File: src/rtl/tai_bus_ctrl.sv
// TAI bus direction controller: drives/listens on a shared tri-state TAI bus with
// guarded turnarounds, synchronised receive path, stability filter and glitch counter.
module tai_bus_ctrl #(
  parameter int unsigned W          = 10,
  parameter int unsigned TURN_CYC   = 4,
  parameter int unsigned STABLE_CYC = 8
) (
  input  logic         clk,
  input  logic         rst,
  input  logic         mode_master,
  input  logic [W-1:0] tx_tai,
  input  logic         tx_load,
  input  logic [W-1:0] tai_i,
  output logic [W-1:0] tai_o,
  output logic         tai_t,
  output logic [W-1:0] rx_tai,
  output logic         rx_valid,
  output logic [7:0]   glitch_cnt,
  input  logic         glitch_clr,
  output logic [1:0]   dir_state
);

  typedef enum logic [1:0] {
    LISTEN   = 2'd0,
    TURN_OUT = 2'd1,
    DRIVE    = 2'd2,
    TURN_IN  = 2'd3
  } state_e;

  localparam logic [7:0] TURN_LAST   = 8'(TURN_CYC - 1);
  localparam logic [7:0] STABLE_MAX  = 8'(STABLE_CYC);
  localparam logic [7:0] STABLE_LAST = 8'(STABLE_CYC - 1);

  state_e         state_q, state_d;
  logic [7:0]     turn_q, turn_d;
  logic           tai_t_q;
  logic [W-1:0]   tai_o_q;
  logic [W-1:0]   s1_q, s2_q;
  logic [7:0]     cnt_q, cnt_d;
  logic [7:0]     glitch_q, glitch_d;
  logic [W-1:0]   rx_tai_q, rx_tai_d;
  logic           rx_valid_q, rx_valid_d;

  always_comb begin
    state_d = state_q;
    turn_d  = turn_q;
    unique case (state_q)
      LISTEN: begin
        turn_d = '0;
        if (mode_master) state_d = TURN_OUT;
      end
      TURN_OUT: begin
        if (!mode_master) begin
          state_d = LISTEN;
          turn_d  = '0;
        end else if (turn_q == TURN_LAST) begin
          state_d = DRIVE;
          turn_d  = '0;
        end else begin
          turn_d = turn_q + 8'd1;
        end
      end
      DRIVE: begin
        turn_d = '0;
        if (!mode_master) state_d = TURN_IN;
      end
      TURN_IN: begin
        // Releasing the bus always runs to completion, whatever mode_master does.
        if (turn_q == TURN_LAST) begin
          state_d = LISTEN;
          turn_d  = '0;
        end else begin
          turn_d = turn_q + 8'd1;
        end
      end
      default: begin
        state_d = LISTEN;
        turn_d  = '0;
      end
    endcase
  end

  always_comb begin
    cnt_d      = cnt_q;
    glitch_d   = glitch_q;
    rx_tai_d   = rx_tai_q;
    rx_valid_d = 1'b0;
    if (state_q == LISTEN) begin
      if (s1_q != s2_q) begin
        cnt_d = '0;
        // A change arriving after a fully stable period is a legitimate update, not a glitch.
        if (cnt_q < STABLE_MAX && glitch_q != 8'hFF) glitch_d = glitch_q + 8'd1;
      end else begin
        if (cnt_q == STABLE_LAST) begin
          rx_tai_d   = s2_q;
          rx_valid_d = 1'b1;
        end
        if (cnt_q < STABLE_MAX) cnt_d = cnt_q + 8'd1;
      end
    end else begin
      cnt_d = '0;
    end
    if (glitch_clr) glitch_d = '0;
  end

  always_ff @(posedge clk) begin
    if (rst) begin
      state_q    <= LISTEN;
      turn_q     <= '0;
      tai_t_q    <= 1'b1;
      tai_o_q    <= '0;
      s1_q       <= '0;
      s2_q       <= '0;
      cnt_q      <= '0;
      glitch_q   <= '0;
      rx_tai_q   <= '0;
      rx_valid_q <= 1'b0;
    end else begin
      state_q    <= state_d;
      turn_q     <= turn_d;
      // Enable derived from the next state so it switches on the same edge as dir_state.
      tai_t_q    <= (state_d != DRIVE);
      if (tx_load) tai_o_q <= tx_tai;
      s1_q       <= tai_i;
      s2_q       <= s1_q;
      cnt_q      <= cnt_d;
      glitch_q   <= glitch_d;
      rx_tai_q   <= rx_tai_d;
      rx_valid_q <= rx_valid_d;
    end
  end

  assign tai_o      = tai_o_q;
  assign tai_t      = tai_t_q;
  assign rx_tai     = rx_tai_q;
  assign rx_valid   = rx_valid_q;
  assign glitch_cnt = glitch_q;
  assign dir_state  = state_q;

endmodule

File: config.mk
export PLATFORM = sky130hd
export DESIGN_NAME = tai_bus_ctrl
export DESIGN_NICKNAME = d
export VERILOG_FILES = /design/src/rtl/tai_bus_ctrl.sv
export SDC_FILE = /design/constraint.sdc
export NUM_CORES = 1
export LEC_CHECK = 0
export CAP_MARGIN = 30
export CORE_MARGIN = 2
export CORE_UTILIZATION = 54
export DETAILED_ROUTE_END_ITERATION = 8
export GPL_TIMING_DRIVEN = 0
export PLACE_DENSITY = 0.95
export SKIP_CTS_REPAIR_TIMING = 1
export SLEW_MARGIN = 0
export SYNTH_ARGS = -nofsm -noshare
export SYNTH_HDL_FRONTEND = slang
export SYNTH_SLANG_ARGS = --single-unit
File: constraint.sdc
create_clock -name clk -period 3.9 [get_ports clk]
set_input_delay 0.78 -clock clk [delete_from_list [all_inputs] [get_ports clk]]
set_output_delay 0.78 -clock clk [all_outputs]
set_load 0.02 [all_outputs]
==> flow_summary_export.csv <==
group,metric,value,unit
logic_synthesis,synthAdderAreaFrac,0.01404,
floorplanning,start_util,0.5624,
logic_synthesis,syn_avg_cell_area,9.515,µm²
worst_setup_path,rr_startpoint,"cnt_q[4]$_SDFFE_PP0N_",
floorplanning,coreArea,4755,µm²
worst_setup_path,cp-start-kind,"flip-flop",
logic_synthesis,ys.flop_type,"dfxtp_1",
timing,period_needed,2230,ps
run,drv_cap,0,
logic_synthesis,synth_top_family_by_area,"simple AND/OR/NAND/NOR gates",
clocking,cts_inserted_buffers,9,
worst_setup_path,r2r_end,"rx_tai[1]$_SDFFE_PP0P_",
route,first_pass_iters,4,
clocking,insertion_delay,350,ps
logic_synthesis,synth_fp_nets,309,
clocking,cts_buffer_depth,2,
floorplanning,rows,25,
timing,skew,7.422,ps
grt,antenna_found_initial,0,
logic_synthesis,synthArstFlopShare,0,
timing,worst_pin_slew,678.6,ps
cells_and_area,areaGrowthSynthToFinish,31.59,%
floorplanning,die_h,74.37,µm
placement,place_hpwl,3905,µm
logic_synthesis,synthCells,281,
timing,whs,441.0,ps
logic_synthesis,synth_area_leaders,"dfxtp_1 51%, nor2b_1 4.9%, mux2i_1 4.9%, nor2_1 4.8%, nand3_1 4.1%",
worst_setup_path,reg2reg_slack,1870,ps
logic_synthesis,synth_top_area_frac,0.5091,
clocking,clkTransAtPathRegs,70,ps
timing,slew_violations,0,
worst_setup_path,crit_path_max_fanout,8,
floorplanning,ioPinCount,57,
worst_setup_path,endpoint_kind,"output pin",
route,ant_nets,0,
pwr,power_density,409.0,nW/µm²
grt,overflow,0,
cells_and_area,final_common_cell,"dfxtp_1",
route,drt_wl_total,5519,µm
cells_and_area,multiInputGateArea,1236,µm²
worst_setup_path,path_class,"flip-flop to output pin",
cells_and_area,antenna_cells,0,
cells_and_area,layout_common_cells,"68 x dfxtp_1, 55 x clkdlybuf4s50_1, 34 x nor2_1",
timing,final.setup.tns,0,ps
floorplanning,die_area,5530,µm²
worst_setup_path,worstPathRequired,3120,ps
worst_setup_path,slowest_stage,"clkdlybuf4s50_1",
timing,rsz0062_at_grt,"false",
cells_and_area,drive_gt1_frac,0.07977,
logic_synthesis,synth-xor-area-share,0.05147,
logic_synthesis,synth_edf_count,0,
clocking,cts_max_level,3,
logic_synthesis,ys_seq_area_frac,0.5091,
pwr,peakVddDrop,0.2667,mV
grt,grt_max_degree,12,
route,first_iter_violations,71,
clocking,clock_sinks,68,
timing,relSlewSlack,0.5476,
worst_setup_path,crit_end,"glitch_cnt[2]",
worst_setup_path,path_depth,1,
worst_setup_path,r2r_cells,7,
route,via_per_inst,5.347,
timing,period_share,0.5719,
cells_and_area,register_area,1361,µm²
worst_setup_path,cp.arrival,1450,ps
worst_setup_path,critPathTopFamily,"buffers and inverters",
timing,hold_violations,0,
outcome,status,"completed",
grt,grt_pass1_wl,9039,µm
logic_synthesis,synth.cell_area,2674,µm²
floorplanning,die_w,74.37,µm
route,drc_errors,0,
cells_and_area,fillers,345,
logic_synthesis,synth-seq-cells,68,
route,vias,2235,
route,routedWlPerCell,13.20,µm
logic_synthesis,synth-compound-area-share,0.08470,
worst_setup_path,setup.worst_path.start,"glitch_cnt[2]$_SDFFE_PP0P_",
clocking,cts-root-buf,"clkbuf_8",
worst_hold_path,hp-class,"flip-flop to flip-flop",
logic_synthesis,synthMuxAreaShare,0.04867,
worst_setup_path,path_buf_inv,1,
worst_setup_path,slowest_delay,650,ps
clocking,cts_tree,"done",
logic_synthesis,ys_warn_count,0,
timing,fmax,0.4484,GHz
cells_and_area,nets,375,
timing,final-setup-viol-count,0,
logic_synthesis,ys_types,41,
grt,grt_use_total,0.2151,
logic_synthesis,synth-simple-area-share,0.2635,
pwr,p_leak,1.332,nW
placement,place.gp.congestion,0.9047,
grt,grt_pass1_vias,2154,
logic_synthesis,yosysTopAreaCell,"dfxtp_1",
worst_setup_path,crit_chain,"clkdlybuf4s50_1",
placement,io_buffers,55,
metrics by stage:
stage | util | cells | cell area (µm²) | total power, W | setup WS [ps]
final | 0.7400 | 418 | 3518 | 0.001439 | 1670
after global routing | 0.7400 | 418 | 3518 | 0.001482 | 1640
after CTS | 0.7400 | 418 | 3518 | 0.001448 | 1662
after detailed placement | 0.6958 | 403 | 3308 | 0.0008537 | 1518
after global placement | 0.6958 | 403 | 3308 | 0.0008488 | 1561
after floorplan | - | 281 | 2674 | 0.0008009 | 2110
cell usage after synthesis, types with 3 or more instances:
library cell	number
dfxtp_1	68
nor2_1	34
nand3_1	22
nor2b_1	21
a21oi_1	16
o21ai_0	14
mux2i_1	13
clkbuf_1	12
nand2_1	11
xor2_1	7
and2_1	5
nand4_1	5
xnor2_1	5
inv_1	4
nor4_1	4
and3_1	3
and4_1	3
ha_1	3
or2b_1	3
cells by family after synthesis:
logic type | Yosys count
AO/OA/AOI/OAI | 38
adder cells (fa/ha/maj) | 3
buffers and inverters | 18
flip-flops | 68
multiplexers | 13
XOR/XNOR | 14
AND/OR/NAND/NOR | 127
report_power, final:
part	internal [W]	total, W	switching, W
logic	0.0000599	0.000114	0.0000537
registers	0.000712	0.000725	0.0000128
clock network	0.000344	0.000600	0.000257
layer usage:
layer / global-route usage / part of all wire / vias to the layer above
met3: 0.04743 / 0.054 / 9
li1: - / - / 1105
met2: 0.3776 / 0.50 / 66
met1: 0.2373 / 0.43 / 1055
met4: 0.1270 / 0.017 / 0
met5: 0 / 0 / -
layout make-up:
class,instances,share of cell area
timing repair buffer,55,0.1565
clock buffer,12,0.04694
clock inverter,3,0.01280
sequential,68,0.3869
multi-input combinational,195,0.3514
buffer,14,0.01743
inverter,4,0.004267
tap,67,0.02383
sequential cells by signal (all words and copies together) (netlist names):
register	flops
rx_tai	10
s1_q	10
s2_q	10
tai_o	10
cnt_q	8
glitch_cnt	8
turn_q	8
dir_state	2
rx_valid	1
tai_t	1
how the worst min path moves through the flow:
| stage | start | slack (ps) | to | cells past startpoint |
|---|---|---|---|---|
| after floorplan | turn_q[0]$_SDFF_PP0_ | 410 | turn_q[0]$_SDFF_PP0_ | 1 |
| after CTS | turn_q[0]$_SDFF_PP0_ | 450 | turn_q[0]$_SDFF_PP0_ | 1 |
| final | turn_q[0]$_SDFF_PP0_ | 440 | turn_q[0]$_SDFF_PP0_ | 1 |
| after global routing | turn_q[0]$_SDFF_PP0_ | 470 | turn_q[0]$_SDFF_PP0_ | 1 |
| after global placement | turn_q[0]$_SDFF_PP0_ | 420 | turn_q[0]$_SDFF_PP0_ | 1 |
| after detailed placement | turn_q[0]$_SDFF_PP0_ | 430 | turn_q[0]$_SDFF_PP0_ | 1 |
(Power assumes the default switching activity.)
